### config.mk
export PLATFORM = sky130hd
export DESIGN_NAME = back_icon_exec_flat
export DESIGN_NICKNAME = d
export VERILOG_FILES = /design/src/rtl/back_icon_exec_if.sv /design/src/rtl/back_icon_exec.sv /design/src/flat_wrapper.sv
export SDC_FILE = /design/constraint.sdc
export NUM_CORES = 1
export LEC_CHECK = 0
export ABC_AREA = 0
export ABC_CLOCK_PERIOD_IN_PS = 2050
export BUFFER_PORTS_ARGS = -buffer_cell sky130_fd_sc_hd__clkbuf_2
export CAP_MARGIN = 30
export CORE_ASPECT_RATIO = 1.4
export CORE_MARGIN = 5
export CORE_UTILIZATION = 45
export CTS_CLUSTER_SIZE = 40
export DETAILED_ROUTE_END_ITERATION = 16
export PLACE_DENSITY_LB_ADDON = 0.12
export SETUP_SLACK_MARGIN = 0.4
export SLEW_MARGIN = 40
export SYNTH_ARGS = -nofsm -noshare
export SYNTH_HDL_FRONTEND = slang
export SYNTH_SLANG_ARGS = --single-unit
### constraint.sdc
create_clock -name clk -period 2.05 [get_ports clk]
set_clock_uncertainty 0.05 [all_clocks]
set_input_delay 0.1025 -clock clk [delete_from_list [all_inputs] [get_ports clk]]
set_output_delay 0.1025 -clock clk [all_outputs]
set_load 0.02 [all_outputs]
### src/rtl/back_icon_exec_if.sv
// Interconnect executor bus bundle: instruction-queue head, source-EU read
// port and interconnect write port. Signal suffixes are from the executor's
// point of view; the executor uses the master modport, its environment
// (queue, register files, interconnect) uses the slave modport.
interface back_icon_exec_if #(
  parameter int EU_ID_WIDTH    = 3,
  parameter int REG_ADDR_WIDTH = 5,
  parameter int DATA_WIDTH     = 32
);
  // instruction queue head
  logic                      instr_valid_i;
  logic [EU_ID_WIDTH-1:0]    instr_src_eu_i;
  logic [REG_ADDR_WIDTH-1:0] instr_src_reg_i;
  logic [EU_ID_WIDTH-1:0]    instr_dst_eu_i;
  logic [REG_ADDR_WIDTH-1:0] instr_dst_reg_i;
  logic                      instr_ready_o;
  // operand read port
  logic                      rd_req_o;
  logic [EU_ID_WIDTH-1:0]    rd_eu_o;
  logic [REG_ADDR_WIDTH-1:0] rd_addr_o;
  logic                      rd_gnt_i;
  logic                      rd_data_valid_i;
  logic [DATA_WIDTH-1:0]     rd_data_i;
  // interconnect write port
  logic                      bus_valid_o;
  logic [EU_ID_WIDTH-1:0]    bus_dst_eu_o;
  logic [REG_ADDR_WIDTH-1:0] bus_dst_reg_o;
  logic [DATA_WIDTH-1:0]     bus_data_o;
  logic                      bus_ready_i;

  modport master (
    input  instr_valid_i, instr_src_eu_i, instr_src_reg_i, instr_dst_eu_i, instr_dst_reg_i,
    output instr_ready_o,
    output rd_req_o, rd_eu_o, rd_addr_o,
    input  rd_gnt_i, rd_data_valid_i, rd_data_i,
    output bus_valid_o, bus_dst_eu_o, bus_dst_reg_o, bus_data_o,
    input  bus_ready_i
  );

  modport slave (
    output instr_valid_i, instr_src_eu_i, instr_src_reg_i, instr_dst_eu_i, instr_dst_reg_i,
    input  instr_ready_o,
    input  rd_req_o, rd_eu_o, rd_addr_o,
    output rd_gnt_i, rd_data_valid_i, rd_data_i,
    input  bus_valid_o, bus_dst_eu_o, bus_dst_reg_o, bus_data_o,
    output bus_ready_i
  );
endinterface

### src/rtl/back_icon_exec.sv
// Interconnect instruction executor. Pops one register-move instruction at a
// time, reads the operand from the source EU and writes it over the
// interconnect to the destination EU register. One instruction in flight.
// Self-moves (same EU and register) are consumed as NOPs in a single cycle.
// All outputs come straight from flops; each transition sets the output
// values of the state it enters so the gating is exact in every state.
module back_icon_exec #(
  parameter int EU_ID_WIDTH    = 3,
  parameter int REG_ADDR_WIDTH = 5,
  parameter int DATA_WIDTH     = 32,
  parameter int CNT_WIDTH      = 16
) (
  input  logic                 clk,
  input  logic                 reset,
  back_icon_exec_if.master     icon,
  output logic                 busy_o,
  output logic [CNT_WIDTH-1:0] xfer_count_o
);

  typedef enum logic [1:0] {
    ST_IDLE    = 2'd0,
    ST_RD_REQ  = 2'd1,
    ST_RD_WAIT = 2'd2,
    ST_SEND    = 2'd3
  } state_t;

  state_t                    state_q;
  logic                      instr_ready_q;
  logic                      busy_q;
  logic                      rd_req_q;
  logic [EU_ID_WIDTH-1:0]    rd_eu_q;
  logic [REG_ADDR_WIDTH-1:0] rd_addr_q;
  logic [EU_ID_WIDTH-1:0]    dst_eu_q;
  logic [REG_ADDR_WIDTH-1:0] dst_reg_q;
  logic                      bus_valid_q;
  logic [EU_ID_WIDTH-1:0]    bus_dst_eu_q;
  logic [REG_ADDR_WIDTH-1:0] bus_dst_reg_q;
  logic [DATA_WIDTH-1:0]     bus_data_q;
  logic [CNT_WIDTH-1:0]      xfer_count_q;
  logic [CNT_WIDTH-1:0]      xfer_count_d;

  logic pop;
  logic self_move;

  assign pop          = icon.instr_valid_i & instr_ready_q;
  assign self_move    = (icon.instr_src_eu_i == icon.instr_dst_eu_i) &&
                        (icon.instr_src_reg_i == icon.instr_dst_reg_i);
  // counter wraps naturally at 2^CNT_WIDTH
  assign xfer_count_d = xfer_count_q + CNT_WIDTH'(1);

  // Executor FSM with registered outputs; reset aborts any transfer in flight
  always_ff @(posedge clk or posedge reset) begin
    if (reset) begin
      state_q       <= ST_IDLE;
      instr_ready_q <= 1'b1;
      busy_q        <= 1'b0;
      rd_req_q      <= 1'b0;
      rd_eu_q       <= '0;
      rd_addr_q     <= '0;
      dst_eu_q      <= '0;
      dst_reg_q     <= '0;
      bus_valid_q   <= 1'b0;
      bus_dst_eu_q  <= '0;
      bus_dst_reg_q <= '0;
      bus_data_q    <= '0;
      xfer_count_q  <= '0;
    end else begin
      case (state_q)
        ST_IDLE: begin
          // a popped self-move is simply dropped: stay ready, no activity
          if (pop && !self_move) begin
            state_q       <= ST_RD_REQ;
            instr_ready_q <= 1'b0;
            busy_q        <= 1'b1;
            rd_req_q      <= 1'b1;
            rd_eu_q       <= icon.instr_src_eu_i;
            rd_addr_q     <= icon.instr_src_reg_i;
            dst_eu_q      <= icon.instr_dst_eu_i;
            dst_reg_q     <= icon.instr_dst_reg_i;
          end
        end
        ST_RD_REQ: begin
          if (icon.rd_gnt_i) begin
            state_q   <= ST_RD_WAIT;
            rd_req_q  <= 1'b0;
            rd_eu_q   <= '0;
            rd_addr_q <= '0;
          end
        end
        ST_RD_WAIT: begin
          // data valid is only meaningful here, i.e. from the cycle after grant
          if (icon.rd_data_valid_i) begin
            state_q       <= ST_SEND;
            bus_valid_q   <= 1'b1;
            bus_dst_eu_q  <= dst_eu_q;
            bus_dst_reg_q <= dst_reg_q;
            bus_data_q    <= icon.rd_data_i;
          end
        end
        ST_SEND: begin
          // bus fields stay put until the destination accepts
          if (icon.bus_ready_i) begin
            state_q       <= ST_IDLE;
            instr_ready_q <= 1'b1;
            busy_q        <= 1'b0;
            bus_valid_q   <= 1'b0;
            bus_dst_eu_q  <= '0;
            bus_dst_reg_q <= '0;
            bus_data_q    <= '0;
            xfer_count_q  <= xfer_count_d;
          end
        end
        default: begin
          state_q       <= ST_IDLE;
          instr_ready_q <= 1'b1;
          busy_q        <= 1'b0;
          rd_req_q      <= 1'b0;
          rd_eu_q       <= '0;
          rd_addr_q     <= '0;
          bus_valid_q   <= 1'b0;
          bus_dst_eu_q  <= '0;
          bus_dst_reg_q <= '0;
          bus_data_q    <= '0;
        end
      endcase
    end
  end

  assign icon.instr_ready_o = instr_ready_q;
  assign icon.rd_req_o      = rd_req_q;
  assign icon.rd_eu_o       = rd_eu_q;
  assign icon.rd_addr_o     = rd_addr_q;
  assign icon.bus_valid_o   = bus_valid_q;
  assign icon.bus_dst_eu_o  = bus_dst_eu_q;
  assign icon.bus_dst_reg_o = bus_dst_reg_q;
  assign icon.bus_data_o    = bus_data_q;
  assign busy_o             = busy_q;
  assign xfer_count_o       = xfer_count_q;

endmodule

### src/flat_wrapper.sv
// flat-port wrapper written by rule: the top's interface ports become plain ports
module back_icon_exec_flat 
#(
  parameter int EU_ID_WIDTH    = 3,
  parameter int REG_ADDR_WIDTH = 5,
  parameter int DATA_WIDTH     = 32,
  parameter int CNT_WIDTH      = 16
)
  (clk, reset, busy_o, xfer_count_o, icon_instr_valid_i, icon_instr_src_eu_i, icon_instr_src_reg_i, icon_instr_dst_eu_i, icon_instr_dst_reg_i, icon_instr_ready_o, icon_rd_req_o, icon_rd_eu_o, icon_rd_addr_o, icon_rd_gnt_i, icon_rd_data_valid_i, icon_rd_data_i, icon_bus_valid_o, icon_bus_dst_eu_o, icon_bus_dst_reg_o, icon_bus_data_o, icon_bus_ready_i);
  back_icon_exec_if #(.EU_ID_WIDTH(EU_ID_WIDTH), .REG_ADDR_WIDTH(REG_ADDR_WIDTH), .DATA_WIDTH(DATA_WIDTH)) icon_i ();
  input  logic clk;
  input  logic reset;
  output logic busy_o;
  output logic [CNT_WIDTH-1:0] xfer_count_o;
  input wire logic [$bits(icon_i.instr_valid_i)-1:0] icon_instr_valid_i;
  input wire logic [$bits(icon_i.instr_src_eu_i)-1:0] icon_instr_src_eu_i;
  input wire logic [$bits(icon_i.instr_src_reg_i)-1:0] icon_instr_src_reg_i;
  input wire logic [$bits(icon_i.instr_dst_eu_i)-1:0] icon_instr_dst_eu_i;
  input wire logic [$bits(icon_i.instr_dst_reg_i)-1:0] icon_instr_dst_reg_i;
  output wire logic [$bits(icon_i.instr_ready_o)-1:0] icon_instr_ready_o;
  output wire logic [$bits(icon_i.rd_req_o)-1:0] icon_rd_req_o;
  output wire logic [$bits(icon_i.rd_eu_o)-1:0] icon_rd_eu_o;
  output wire logic [$bits(icon_i.rd_addr_o)-1:0] icon_rd_addr_o;
  input wire logic [$bits(icon_i.rd_gnt_i)-1:0] icon_rd_gnt_i;
  input wire logic [$bits(icon_i.rd_data_valid_i)-1:0] icon_rd_data_valid_i;
  input wire logic [$bits(icon_i.rd_data_i)-1:0] icon_rd_data_i;
  output wire logic [$bits(icon_i.bus_valid_o)-1:0] icon_bus_valid_o;
  output wire logic [$bits(icon_i.bus_dst_eu_o)-1:0] icon_bus_dst_eu_o;
  output wire logic [$bits(icon_i.bus_dst_reg_o)-1:0] icon_bus_dst_reg_o;
  output wire logic [$bits(icon_i.bus_data_o)-1:0] icon_bus_data_o;
  input wire logic [$bits(icon_i.bus_ready_i)-1:0] icon_bus_ready_i;
  assign icon_i.instr_valid_i = icon_instr_valid_i;
  assign icon_i.instr_src_eu_i = icon_instr_src_eu_i;
  assign icon_i.instr_src_reg_i = icon_instr_src_reg_i;
  assign icon_i.instr_dst_eu_i = icon_instr_dst_eu_i;
  assign icon_i.instr_dst_reg_i = icon_instr_dst_reg_i;
  assign icon_instr_ready_o = icon_i.instr_ready_o;
  assign icon_rd_req_o = icon_i.rd_req_o;
  assign icon_rd_eu_o = icon_i.rd_eu_o;
  assign icon_rd_addr_o = icon_i.rd_addr_o;
  assign icon_i.rd_gnt_i = icon_rd_gnt_i;
  assign icon_i.rd_data_valid_i = icon_rd_data_valid_i;
  assign icon_i.rd_data_i = icon_rd_data_i;
  assign icon_bus_valid_o = icon_i.bus_valid_o;
  assign icon_bus_dst_eu_o = icon_i.bus_dst_eu_o;
  assign icon_bus_dst_reg_o = icon_i.bus_dst_reg_o;
  assign icon_bus_data_o = icon_i.bus_data_o;
  assign icon_i.bus_ready_i = icon_bus_ready_i;
  back_icon_exec #(.EU_ID_WIDTH(EU_ID_WIDTH), .REG_ADDR_WIDTH(REG_ADDR_WIDTH), .DATA_WIDTH(DATA_WIDTH), .CNT_WIDTH(CNT_WIDTH)) u_core (.clk(clk), .reset(reset), .icon(icon_i), .busy_o(busy_o), .xfer_count_o(xfer_count_o));
endmodule
# [Word-level counts from Yosys, hierarchy flattened]
# Index checks and enable logic that the tools add are counted.
[totals] register_bits=78 in_bits=54 out_inout_bits=68 wordCells=67
[classes] addsub=1 n_eq_ne=9 muxes=30 bitwise_logic=1 n_reduce_logical=13
[op_table] cell="32-bit two-way mux" n=2
[op_table] cell="32-bit one-hot mux with 2 select lines" n=1
[op_table] cell="5-bit two-way mux" n=4
[op_table] cell="5-bit one-hot mux with 2 select lines" n=2
[op_table] cell="16-bit by 1-bit adder with 16-bit output, second input constant" n=1
[op_table] cell="3-bit two-way mux" n=4
[op_table] cell="3-bit one-hot mux with 2 select lines" n=2
[op_table] cell="3-bit AND reduction" n=3
[op_table] cell="2-bit two-way mux" n=4
[op_table] cell="1-bit one-hot mux with 2 select lines" n=4
[op_table] cell="2-bit one-hot mux with 4 select lines" n=1
[op_table] cell="1-bit two-way mux" n=6
[op_table] cell="2-bit != test, second input constant" n=3
[op_table] cell="2-bit nonzero test" n=3
[op_table] cell="5-bit equality test" n=1
[op_table] cell="2-bit equality test, second input constant" n=2
[op_table] cell="2-bit AND reduction" n=2
[op_table] cell="4-bit AND reduction" n=1
[op_table] cell="3-bit equality test" n=1
[op_table] cell="2-bit by 1-bit equality test with 1-bit output, second input constant" n=1
[op_table] cell="1-bit logical AND" n=2
[op_table] cell="2-bit logical NOT" n=1
[op_table] cell="2-bit by 1-bit != test with 1-bit output, second input constant" n=1
[op_table] cell="1-bit AND" n=1
[op_table] cell="1-bit logical NOT" n=1

# [Depth between registers and ports, before layout]
# Gate-level depths: netlist of run 1.
[depth] ltp_word=6 mapped_depth=8 mapped_depth_nobuf=6

# [Worst setup path before layout of run 1]
# No wires, ideal clock.
[synth_path] path_kind="flip-flop to flip-flop" startpoint="register u_core.instr_ready_q (netlist: u_core.icon.instr_ready_o)" endpoint="register u_core.dst_eu_q[0]" setup_ns=0.125 arrival_time_ns=1.553 t_required_ns=1.875 path_slack_ns=0.322 stages_incl_launch_ff=6 n_path_buf=1 synth_period_minus_slack_ns=1.728 path_cell_list="dfstp_2 -> and2_1 -> buf_2 -> nand2_2 -> a21oi_4 -> mux2_4"
[synth_via] elab_chain_len=3
[synth_rtl] element="start, declared" line="back_icon_exec.sv:28" source="logic instr_ready_q;"
[synth_rtl] element="start signal, assigned" line="back_icon_exec.sv:55" source="instr_ready_q <= 1'b1;"
[synth_rtl] element="start signal, assigned" line="back_icon_exec.sv:73" source="instr_ready_q <= 1'b0;"
[synth_rtl] element="start signal, assigned" line="back_icon_exec.sv:104" source="instr_ready_q <= 1'b1;"
[synth_rtl] element="1-bit AND" line="back_icon_exec.sv:45" source="assign pop = icon.instr_valid_i & instr_ready_q;"
[synth_rtl] element="1-bit logical AND" line="back_icon_exec.sv:71" source="if (pop && !self_move) begin"
[synth_rtl] element="2-bit AND reduction (no source line)"
[synth_rtl] element="end signal, assigned" line="back_icon_exec.sv:78" source="dst_eu_q <= icon.instr_dst_eu_i;"
[synth_rtl] element="end, declared" line="back_icon_exec.sv:33" source="logic [EU_ID_WIDTH-1:0] dst_eu_q;"
# Every way passes these cells.
# A chain may end at the register's enable or synchronous reset.

# [Worst setup path in the final report of run 1]
[layout_path] startpoint="register u_core.state_q[0]" endpoint="register u_core.bus_valid_q (netlist: u_core.icon.bus_valid_o)"
[layout_via] elab_chain_len=3 elab_cells_between_ends=7 cone_classes="4 x eq/ne; 1 x mux; 2 x reduce/logical"
[layout_rtl] element="start, declared" line="back_icon_exec.sv:27" source="state_t state_q;"
[layout_rtl] element="start signal, assigned" line="back_icon_exec.sv:54" source="state_q <= ST_IDLE;"
[layout_rtl] element="start signal, assigned" line="back_icon_exec.sv:72" source="state_q <= ST_RD_REQ;"
[layout_rtl] element="start signal, assigned" line="back_icon_exec.sv:84" source="state_q <= ST_RD_WAIT;"
[layout_rtl] element="2-bit equality test" line="back_icon_exec.sv:68" source="case (state_q)"
[layout_rtl] element="2-bit != test (no source line) / 2-bit nonzero test (equally long branches)"
[layout_rtl] element="3-bit AND reduction (no source line)"
[layout_rtl] element="end signal, assigned" line="back_icon_exec.sv:62" source="bus_valid_q <= 1'b0;"
[layout_rtl] element="end signal, assigned" line="back_icon_exec.sv:94" source="bus_valid_q <= 1'b1;"
[layout_rtl] element="end signal, assigned" line="back_icon_exec.sv:106" source="bus_valid_q <= 1'b0;"
[layout_rtl] element="end, declared" line="back_icon_exec.sv:35" source="logic bus_valid_q;"
# Parallel ways exist; a longest one is shown, timed or not.

==> results of run 1 <==
[power groups by stage]
stage                     Combinational (W)  Sequential (W)  Clock, W
after global routing                0.00438         0.00264   0.00133
after floorplan                     0.00202         0.00312         0
final                               0.00400         0.00256   0.00123
after CTS                           0.00377         0.00255   0.00127
after detailed placement            0.00352         0.00258         0
after global placement              0.00347         0.00256         0
[per-stage QoR]
step           power, W  area (um2)  utilization  cells  setup WS [ns]
3_3_place_gp    0.00603        4360        0.559    566          0.234
5_1_grt         0.00835        5280        0.677    642          0.268
2_1_floorplan   0.00513        3660            -    355          0.349
6_report        0.00779        5280        0.677    642          0.311
3_5_place_dp    0.00610        4360        0.559    566          0.200
4_1_cts         0.00759        5170        0.663    637          0.269
[synthesized netlist by cell type]
master	instances	area share
inv_1	7	0.0073
mux2_2	1	0.0031
a31oi_1	2	0.0035
a211oi_4	1	0.0055
buf_6	4	0.012
o2bb2ai_1	8	0.019
nor3_2	2	0.0055
xor2_1	1	0.0024
nor3_4	1	0.0045
and2_1	1	0.0017
nor3_1	11	0.015
nor2b_1	3	0.0052
mux2_4	8	0.033
nor2_1	3	0.0031
buf_2	8	0.011
o31a_1	1	0.0024
o21a_1	1	0.0021
a21oi_1	1	0.0014
o211ai_1	1	0.0021
nor2b_4	1	0.0038
dfstp_2	1	0.0073
ha_1	5	0.017
a211o_1	8	0.019
nand2_2	1	0.0017
o311ai_0	1	0.0024
and4_4	2	0.0062
o21ai_0	4	0.0055
a21oi_4	1	0.0045
and4_1	1	0.0024
nand2_1	99	0.10
nand4_1	5	0.0087
a311oi_1	1	0.0024
o2111ai_1	2	0.0049
nand3_1	46	0.064
or3_1	3	0.0052
clkbuf_1	7	0.0073
or4_1	1	0.0021
xnor2_1	22	0.053
and3_1	2	0.0035
dfrtp_1	77	0.53
[worst max-delay path: stages (launching register included)]
cell     delay [ns]
dfrtp_2        0.41
inv_2          0.07
ha_2           0.20
nor2b_4        0.15
or3_4          0.42
buf_12         0.18
nand2_1        0.07
o21ai_0        0.07
[routing by layer]
metal  global-route usage  wire (um)  vias up
met4               0.0876        245        0
met2                0.332       4910      102
met5                    0          0        -
li1                     -          -     1572
met3               0.0263        476       17
met1                0.237       3910     1540
[state kept, by name, indices dropped and copies added, names as in the netlist]
| name | cells |
|---|---|
| u_core.icon.bus_valid_o | 1 |
| u_core.icon.bus_dst_eu_o | 3 |
| u_core.icon.bus_dst_reg_o | 5 |
| u_core.dst_reg_q | 5 |
| u_core.icon.instr_ready_o | 1 |
| u_core.icon.bus_data_o | 32 |
| u_core.state_q | 2 |
| u_core.xfer_count_o | 16 |
| u_core.icon.rd_addr_o | 5 |
| u_core.icon.rd_req_o | 1 |
| u_core.busy_o | 1 |
| u_core.dst_eu_q | 3 |
| u_core.icon.rd_eu_o | 3 |
[logic make-up (layout without fill, tap and decap cells)]
logic type	Yosys count	count (layout)	synth area share
AOI/OAI and AO/OA	32	32	0.0756
buffers and inverters	26	213	0.0381
DFF	78	78	0.541
adders and majority gates	5	5	0.0173
and+or+nand+nor	182	182	0.236
xor gates and xnor gates	23	23	0.0558
muxes	9	9	0.0364
[how the worst min path moves through the flow]
stage,from,end,slack (ns)
after floorplan,icon_instr_src_eu_i[0],u_core.icon.rd_eu_o[0]$_DFFE_PP0P_,0.18
after global placement,reset,u_core.icon.bus_data_o[5]$_DFFE_PP0P_,0.12
after detailed placement,reset,u_core.icon.bus_data_o[7]$_DFFE_PP0P_,0.12
after CTS,icon_bus_ready_i,u_core.icon.instr_ready_o$_DFFE_PP1P_,0.12
after global routing,icon_bus_ready_i,u_core.icon.instr_ready_o$_DFFE_PP1P_,0.13
final,icon_bus_ready_i,u_core.icon.instr_ready_o$_DFFE_PP1P_,0.13
[layout make-up]
class,instances,area [um2],share of cell area
Sequential cell,78,1960,0.371
Clock inverter,3,40.0,0.00759
Inverter,7,30.0,0.00569
Multi-Input combinational cell,251,1630,0.309
Timing Repair Buffer,190,1320,0.250
Tap cell,100,125,0.0237
Clock buffer,13,179,0.0339
[timing repair]
action | in CTS | in global routing
cloned | 0 | 2
setup buffers | 6 | 3
gates resized for setup | 9 | 9
setup endpoints to repair | 65 | 72
hold buffers | 49 | 0
pin swaps | 2 | 2
hold endpoints to repair | 69 | 0
==> results, run 1 <==
- The total negative slack is 0 ns.
- In the synthesized netlist, the number of instances is 355.
- The initialized floorplan defines 38 standard-cell rows.
- After synthesis the netlist holds a flip-flop and latch count of 78.
- The run finished with clean final reports.
- The end of the critical path is u_core.icon.bus_valid_o$_DFFE_PP0P_.
- The reg-to-reg critical path endpoint is u_core.icon.bus_valid_o$_DFFE_PP0P_.
- For this run, the number of Yosys warnings is 0.
- The latest clock arrival within the worst-skew pair is 0.35 ns.
- For this run, the detailed router's first-pass iteration total came to 4.
- The kind of capture point of the worst setup path is a flop.
- The floorplan core area is 7800 um2.
- Detailed placement ended at an HPWL of 6280 um.
- At the worst endpoint, the arrival time is 1.92 ns.
- The proportion of power drawn by the clock network is 0.158.
- Entering global routing, the biggest net connects 43 pins.
- The tightest min-delay check is of the input pin to flop type.
- The switching share of power is 0.421.
- The worst slew margin relative to its limit is 0.641.
- After detailed routing, the average wire length per cell comes to 14.9 um.
- The initial cell density of the core is 0.463.
- Dividing the final minimum period by the clock period gives 0.848.
- The count of vias placed by the detailed router is 3231.
- In the routed design, unresolved DRC markers number 0.
- The power density over cell area is 1480 nW/um2.
- The transition time at the pin with the least slew margin is 0.538 ns.
- The internal portion of the total power is 0.00451 W.
- CTS built an H-tree with a depth of 3.
- Across the VDD grid, the largest voltage drop is 808 uV.
- The unique cell type count in the Yosys netlist is 40.
- The switching power is 0.00328 W.
- The number of cells on the worst reg-to-reg path is 7.
- The overall die width is 85.7 um.
- The number of fill cells in the layout is 591.
- The CTS tree is yes.
- After the last flow step, the layout net total stands at 596.
- The count of buffers inserted at the top-level ports is 121.
- The sequential cell fraction of total power is 0.328.
- The cell area that synthesis handed to floorplanning was 3610 um2.
- The data required time of the critical path is 2.23 ns.
- The launching point of the worst reg2reg path is u_core.state_q[0]$_DFFE_PP0P_.
- Leaving out fill and tap cells, the most frequent cell in the layout is clkbuf_2.
- Across every metal layer, demand over resource in global routing totals 0.192.
- The detail route stage leaves a number of antenna-violating nets equal to 0.
- The shortest clock period the worst path allows after layout is 1.74 ns.
- The overall routed net length is 9530 um.
- The total clock sinks is 78.
- The worst hold path was traced through 3 stages.
- Using the TritonRoute via totals, the vias-per-cell ratio works out to 5.03.
- Leaving out fill and tap cells, the most frequent cells in the layout are clkbuf_2, nand2_1, dfrtp_1.
- The number of global-route vias before repair is 3247.
- The share of power burned in combinational logic is 0.513.
- The placer's final routability congestion estimate is 0.815.
- The number of nets in the synthesized netlist is 414.
- The worst setup path is launched from a flop.
- Clock-pin slew was measured on the worst setup and hold paths at 0.08 ns.
- The setup slack of the worst register-to-register path is 0.31 ns.
- The ratio of cells with drive above 1 in the final layout is 0.358.
- The die covers 9940 um2.
- Across all hold checks on the routed design, the worst slack comes to 0.133 ns.
- The synthesized area divided by synthesized cell count is 10.2 um2.
- The worst setup path is of the flop to flop kind.
- In this run the deepest clock path goes through 2 buffers.
- The count of boundary I/O pins is 122.
- Setup violations remaining at the end of the flow were counted as 0.
- The DRC marker count from the first detailed-route iteration is 123.
- The origin of the worst setup path is u_core.state_q[0]$_DFFE_PP0P_.
- The number of buffers added by the clock tree synthesis step is 9.
- The number of hold-slack violations in the final timing report was 0.
- The final-report max-slew violation count came to 0.
- The repair_antennas step left the layout with diodes totalling 0.
- The vertical die dimension is 116 um.
- The tool flagged a number of max-cap violations equal to 0.
- The leakage power is 2.71 nW.
- The global-route wire length before repair is 15200 um.
- The cell chosen for the clock root is clkbuf_8.
- The initial antenna violation count came to 0.
- In this run the worst path has a maximum fanout of 21.
- Global routing finished with a remaining overflow of 0.
- Setup repair after global routing could not meet its margin everywhere.
- For this run, the register share of the synthesized area comes to 0.541.
- The area growth from synthesis to layout is 46.1%.
- The achievable frequency is 575 MHz.
Power figures use the tool's default switching activity.
==> run 2: changes to the inputs <==
Settings changed: ABC_AREA 0 to 1, ABC_CLOCK_PERIOD_IN_PS 2050 to 1800, CORE_UTILIZATION 45 to 50.
Clock period 2.05 ns to 1.8 ns, I/O delays scaled along.
==> run 2 against run 1 <==
Synthesized cell count grew 8.7%. Utilization grew 14 points. Count of clock-buffer cells in the layout shrank 1. Worst setup slack lost 0.22 ns. Combinational power grew 36%. Register-to-register slack lost 0.22 ns. Critical endpoint is now u_core.icon.bus_data_o[10]$_DFFE_PP0P_. Flip-flop and latch count is the same. Sequential share of layout area shrank 2.2 points. Critical path depth grew 2. Highest routed layer unchanged.
==> results, run 2 <==
- dfrtp_1 is the most common cell in the netlist.
- Setup repair after global routing could not meet its margin everywhere.
- Once detail routing completed, the nets flagged for antenna violations numbered 0.
- The mapped netlist covers 3500 um2.
- Along the worst path, the maximum fanout reaches 6.
- The number of cells on the worst reg-to-reg path is 9.
- The DRC marker count from the first detailed-route iteration is 160.
- The count of TritonRoute iterations in the first routing pass is 4.
- Measured against its own limit, the worst slew margin works out to 0.649.
- The total clock sinks is 78.
- The number of cells after detailed placement is 594.
- The post-route clock period utilization is 0.947.
- The switching power is 0.00419 W.
- The die covers 8800 um2.
- Leaving out filler cells and counting taps, the final layout contains 680.
- In this run the vertical extent of the chip is 109 um.
- The number of buffers added by the clock tree synthesis step is 9.
- The final-report max-slew violation count came to 0.
- In this run the critical register-to-register path is captured at u_core.icon.bus_data_o[10]$_DFFE_PP0P_.
- The internal power summed over all cells is 0.00567 W.
- The half-perimeter wire length after detailed placement is 5900 um.
- For this run, design rule violations remaining after detail routing come to 0.
- After clock tree synthesis, the clock-pin slew on the worst setup and hold paths is 0.08 ns.
- The unique cell type count in the Yosys netlist is 28.
- The area growth from synthesis to layout is 60.3%.
- The data arrival at the endpoint of the critical path is 1.91 ns.
- The largest net degree at the start of global routing is 45.
- The total negative slack is 0 ns.
- By count the netlist is led by dfrtp_1, inv_1, nand2_1.
- The hold path startpoint is icon_instr_src_reg_i[4].
- The number of nets in the final layout is 639.
- The proportion of power drawn by the clock network is 0.149.
- The latest clock arrival within the worst-skew pair is 0.33 ns.
- The initial cell density of the core is 0.508.
- For this run, asynchronously set or reset flops after synthesis account for 1.00.
- VDD sags by at most 993 uV.
- During synthesis, Yosys emitted a total of 0 warnings.
- The cell area after layout is 5620 um2.
- Input and output buffers added on the ports amount to 121.
- The data required time of the critical path is 2.00 ns.
- Pin placement for this block handled 122 I/O pins.
- Sorting the synthesized cells by area gives the leading types as dfrtp_1, inv_1, nand2_1.
- The H-tree depth is 3.
- The setup slack of the worst register-to-register path is 0.09 ns.
- Dividing the detail-routed via count by the number of cells gives 5.03.
- Max-cap violations in this run came to 0.
- Setup violations remaining at the end of the flow were counted as 0.
- The remaining global-route overflow is 0.
- The number of nets handed over by synthesis was 445.
- The overall die width is 80.7 um.
- The share of total power dissipated in combinational logic is 0.550.
- The number of hold-slack violations in the final timing report came to 0.
- The commonest register cell after synthesis is dfrtp_1.
- A synthesized cell averages 9.08 um2.
- The number of global-route vias before repair is 3622.
- The total of flip-flops plus latches after synthesis is 78.
- The run finished with clean final reports.
- The overall power is 0.00985 W.
- Dividing the detail-routed wire length by the instance count gives 16.1 um.
- The worst hold path belongs to the class input pin to flop.
- The clock passes through at most 2 buffers.
- The placer's final routability congestion estimate is 0.818.
- Of the cells placed in the final design, the portion with a size suffix greater than 1 is 0.413.
- The placement row count is 36.
- Of the total power, the share spent switching nets is 0.425.
- The placed cell area is 4270 um2.
- The routed design could run at a clock period as short as 1.71 ns.
- In this run, synthesis inferred 0 flip-flops with an integrated enable.
- The worst setup path is launched from a flop.
- The type of the worst setup path is flop to flop.
- The library cell used most frequently in the layout, excluding fill and tap cells, is clkbuf_2.
- The count of vias placed by the detailed router is 3423.
- The kind of capture point of the worst setup path is a flop.
- The CTS tree is yes.
- The cell chosen for the clock root is clkbuf_8.
- The floorplan step defined a core boundary enclosing 6890 um2.
- The flip-flop count of the largest register after layout is 32.
- The first global-routing pass estimated 17000 um of wire.
- The launching point of the worst reg2reg path is u_core.state_q[1]$_DFFE_PP0P_.
- The achievable frequency is 586 MHz.
- In the global route stage, overall resource usage came out at 0.252.
- The share of the Yosys chip area taken by registers is 0.558.
- dfrtp_1 takes more of the synthesized area than any other cell.
- For hold timing, the worst endpoint is u_core.icon.rd_addr_o[4]$_DFFE_PP0P_.
- The analysis attributes to cell leakage a power of 2.86 nW.
- In this run the power density over the cells is 1750 nW/um2.
- The overall routed net length is 10900 um.
- The sequential cell fraction of total power is 0.300.
- The share of synthesized area in the top cell type comes to 0.550.
- The initial antenna violation count is 1.
- The worst hold path passes through 5 cells.
- The transition time at the pin with the least slew margin is 0.526 ns.
- The cell count after synthesis is 386.
- The top cell types in the final layout, fill and taps aside, are clkbuf_2, dfrtp_1, inv_1.
-- run 2: layout make-up --
type	instances	area [um2]
timing repair inverter	1	7.51
fill	445	1270
sequential	78	1960
antenna	1	2.50
inverter	73	294
timing repair buffer	194	1460
tap	95	119
clock inverter	3	67.6
multi-input combinational	223	1550
clock buffer	12	155
-- run 2: repair_timing --
item                                    4_1_cts  5_1_grt
endpoints found under the hold margin       117        0
hold buffers                                 41        0
endpoints found under the setup margin       65       71
cloned                                        9        1
setup buffers                                15        4
pin swaps                                     9        6
resized for setup                            90       24
-- run 2: kinds of logic after synthesis --
| family | synth area share |
|---|---|
| XOR/XNOR | 0.0500 |
| flip-flops | 0.558 |
| adder cells (fa/ha/maj) | 0.0179 |
| AO/OA/AOI/OAI | 0.0804 |
| AND/OR/NAND/NOR | 0.191 |
| buffers and inverters | 0.103 |
-- run 2: worst max-delay path by stage --
stage / startpoint / endpoint / slack [ns] / cells past startpoint
finish: u_core.state_q[1]$_DFFE_PP0P_ / u_core.icon.bus_data_o[10]$_DFFE_PP0P_ / 0.09 / 9
global route: u_core.state_q[0]$_DFFE_PP0P_ / u_core.icon.bus_data_o[11]$_DFFE_PP0P_ / 0.03 / 10
global placement: u_core.state_q[1]$_DFFE_PP0P_ / u_core.icon.bus_dst_reg_o[1]$_DFFE_PP0P_ / 0.16 / 7
CTS: u_core.state_q[0]$_DFFE_PP0P_ / u_core.icon.bus_data_o[9]$_DFFE_PP0P_ / 0.18 / 10
detailed placement: u_core.state_q[1]$_DFFE_PP0P_ / u_core.icon.bus_dst_reg_o[3]$_DFFE_PP0P_ / 0.06 / 7
floorplan: u_core.state_q[1]$_DFFE_PP0P_ / u_core.xfer_count_o[13]$_DFFE_PP0P_ / 0.24 / 9
-- run 2: power groups by stage --
stage / registers [W] / clock network [W] / logic, W
finish: 0.00296 / 0.00147 / 0.00542
global route: 0.00302 / 0.00158 / 0.00588
CTS: 0.00293 / 0.00149 / 0.00500
detailed placement: 0.00294 / 0 / 0.00342
global placement: 0.00292 / 0 / 0.00332
floorplan: 0.00357 / 0 / 0.00178
-- run 2: through the flow --
step / setup WS (ns) / hold slack, ns / util
floorplan: 0.238 / 0.161 / -
global placement: 0.159 / 0.186 / 0.620
detailed placement: 0.0597 / 0.190 / 0.620
CTS: 0.181 / 0.0278 / 0.795
global route: 0.0257 / 0.0487 / 0.815
finish: 0.0948 / 0.0436 / 0.815
-- run 2: worst max-delay path, cell delays in order (launching register included) --
cell	delay (ns)
dfrtp_2	0.46
ha_4	0.20
inv_4	0.08
o22ai_4	0.08
a21oi_4	0.16
buf_6	0.13
buf_6	0.13
clkbuf_16	0.14
nand3_1	0.07
o21ai_1	0.12
-- run 2: metal layers --
metal,GRT usage,part of all wire
met2,0.455,0.54
met1,0.273,0.37
met5,0,0
met3,0.0537,0.055
met4,0.132,0.039
==> run 3: changes to the inputs <==
Settings changed: ABC_CLOCK_PERIOD_IN_PS 1800 to 1470, CORE_UTILIZATION 50 to 44.
Clock period 1.8 ns to 1.47 ns, I/O delays scaled along.
==> run 3 against run 2 <==
The flow now finishes with violations (setup timing). Register-to-register slack got worse by 0.27 ns. Worst setup slack got worse by 0.27 ns. Clock power rose by 3%. Fmax is 3.3% higher. Routed wire length is 0.94% lower. Count of clock-buffer cells in the layout increased by 1. Power rose by 22%. First-iteration DRC count decreased by 11%. Global-route usage is 4.2 points lower. Die area up 12%.
==> results, run 3 (synthesis results as in run 2) <==
- The flow ran to the end, but the final reports show violations.
- The final reports fail on setup timing.
- The die is 116 um tall.
- In this run the worst setup path begins at u_core.state_q[0]$_DFFE_PP0P_.
- The overall routed net length is 10800 um.
- Entering global routing, the biggest net connects 33 pins.
- From synthesis to final layout, the design area changed by 71.9%.
- TritonCTS built the clock tree.
- During placement, the flow inserted port buffers numbering 121.
- Across the VDD grid, the largest voltage drop is 1270 uV.
- Setup repair after global routing could not meet its margin everywhere.
- The number of buffers between clock root and the deepest sink is 2.
- In this run the cell area measured after placement is 4470 um2.
- The final-report max-slew violation count is 0.
- The number of global-route vias before repair came to 3390.
- Clock tree synthesis found a total of 78 sinks.
- The total die area is 9870 um2.
- The wire-length estimate of the detail-placed layout is 6220 um.
- The worst register-to-register path begins at u_core.state_q[0]$_DFFE_PP0P_.
- The number of buffers added by the clock tree synthesis step is 9.
- The H-tree depth is 3.
- The first detailed-routing pass took 4 iterations.
- The antenna cell count is 0.
- The worst setup path is of the flop to flop kind.
- The vias per cell is 4.76.
- For the worst setup path, the data arrival time is 1.88 ns.
- Setup violations remaining at the end of the flow were counted as 72.
- Summing over every cut layer, the via total after detailed routing is 3397.
- The transition time at the pin with the least slew margin is 0.499 ns.
- The setup slack of the worst register-to-register path is -0.18 ns.
- The floorplan core area is 7750 um2.
- The overall power is 0.0120 W.
- At the end of routability-driven placement, the weighted congestion stood at 0.852.
- Of the available clock period, the critical path in the final layout requires 1.12.
- The worst hold path begins at icon_instr_src_eu_i[2].
- The worst hold path passes through 5 cells.
- The achievable frequency is 606 MHz.
- The power density over cell area is 1990 nW/um2.
- The register with the most flip-flops in the layout has 32 of them.
- In the final layout, the share of cells above drive strength 1 is 0.446.
- The worst setup path is launched from a flop.
- The number of fill cells in the layout is 503.
- The number of hold-slack violations in the final timing report came to 0.
- The initial antenna violation count is 0.
- For this run, the post-layout net count is 668.
- Registers take 1960 um2.
- The data required time of the critical path is 1.70 ns.
- The clock transition at the register clock pins on the worst setup and hold paths after CTS is 0.08 ns.
- The tree is rooted in a clkbuf_8.
- During I/O placement, the number of pins put on the boundary was 122.
- The initial utilization of the core area, before any placement, comes to 0.452.
- In this run the core area contains 38 standard-cell rows.
- The area of combinational cells with multiple inputs is 1570 um2.
- In the final routed layout, each cell accounts on average for 15.2 um.
- The floorplan step set the die width to 85.4 um.
- The commonest non-fill, non-tap cell in the layout is clkbuf_2.
- Across all setup checks in the final design, the least slack found is -0.180 ns.
- Across the run, the number of max-cap violations was 0.
- The cell area after layout is 6020 um2.
- For the worst flop-to-flop path, the logic depth is 9.
- The kind of capture point of the worst setup path is a flop.
- The latest clock arrival within the worst-skew pair is 0.35 ns.
- In the layout the commonest cells are clkbuf_2, dfrtp_1, inv_1.
- In this run the static leakage power is 3.11 nW.
- The biggest fanout along the worst timing path is 5.
- The global-route total usage across every layer is 0.210.
- In this run the tightest slew margin relative to its limit is 0.667.
- The total overflow left after global routing is 0.
- The first global-routing pass estimated 16300 um of wire.
- The reg-to-reg critical path endpoint is u_core.icon.bus_dst_reg_o[3]$_DFFE_PP0P_.
- The number of nets with antenna violations after routing is 0.
- The shortest clock period the worst path allows after layout is 1.65 ns.
- The post-detailed-route DRC marker count is 0.
- The kind of path behind the tightest hold check is input pin to flop.
- The DRC marker count from the first detailed-route iteration is 142.
- The worst hold path terminates at u_core.icon.rd_eu_o[2]$_DFFE_PP0P_.
==> run 3: cell count changes in the layout (fill, tap and decap cells not counted), sizes merged <==
cell and change:
clkinvlp -2, buf +53, clkbuf -24, inv +1
dlygate4sd3 +1, clkinv +3, bufinv -2, diode -1
==> run 3: how the worst max path moves through the flow <==
stage                                          endpoint  slack [ns]  depth (start not counted)
6_report       u_core.icon.bus_dst_reg_o[3]$_DFFE_PP0P_       -0.18                          9
5_1_grt        u_core.icon.bus_dst_reg_o[1]$_DFFE_PP0P_       -0.25                          9
4_1_cts        u_core.icon.bus_dst_reg_o[2]$_DFFE_PP0P_       -0.19                          9
3_5_place_dp   u_core.icon.bus_dst_reg_o[1]$_DFFE_PP0P_       -0.18                          7
3_3_place_gp    u_core.icon.bus_dst_eu_o[2]$_DFFE_PP0P_       -0.10                          7
2_1_floorplan       u_core.xfer_count_o[13]$_DFFE_PP0P_       -0.09                          9
==> run 3: layout make-up <==
class                      count  area share
multi-input combinational    223       0.261
clock buffer                  13      0.0281
tap                          100      0.0208
sequential                    78       0.326
timing repair inverter         1     0.00104
timing repair buffer         223       0.310
clock inverter                 3     0.00291
inverter                      73      0.0499
==> run 3: critical path, cell delays in order, from the launching register on <==
cell and delay [ns]:
dfrtp_1 0.43, inv_2 0.10, ha_4 0.14, inv_4 0.05, o22ai_4 0.19, a21oi_4 0.05
buf_12 0.14, buf_8 0.13, clkbuf_16 0.15, o22ai_2 0.14
==> run 3: timing repair <==
action,4_1_cts,5_1_grt
setup buffers,18,14
endpoints found under the setup margin,90,105
gates resized for setup,130,79
pin swaps,21,19
hold buffers,42,0
cloned,5,3
hold endpoints to repair,59,0
==> run 3: power breakdown <==
part | switching, W | internal, W | leakage [nW]
combinational | 0.00380 | 0.00311 | 2.04
clock | 0.000765 | 0.000747 | 0.0954
sequential | 0.000559 | 0.00303 | 0.969
total | 0.00513 | 0.00688 | 3.11
==> run 3: routing by layer <==
layer | global-route usage | routed length, um
met5 | 0 | 0
met2 | 0.372 | 5860
met1 | 0.247 | 4260
met3 | 0.0512 | 543
met4 | 0.0729 | 180
==> run 3: through the flow <==
stage / cells / setup TNS [ns] / worst slack, ns / hold slack [ns] / util
2_1_floorplan: 386 / -1.53 / -0.0915 / 0.150 / -
3_3_place_gp: 616 / -2.34 / -0.104 / 0.0658 / 0.576
3_5_place_dp: 616 / -5.75 / -0.182 / 0.0772 / 0.576
4_1_cts: 697 / -6.98 / -0.192 / 0.00129 / 0.730
5_1_grt: 714 / -13.42 / -0.248 / 0.0180 / 0.777
6_report: 714 / -7.61 / -0.180 / 0.00828 / 0.777
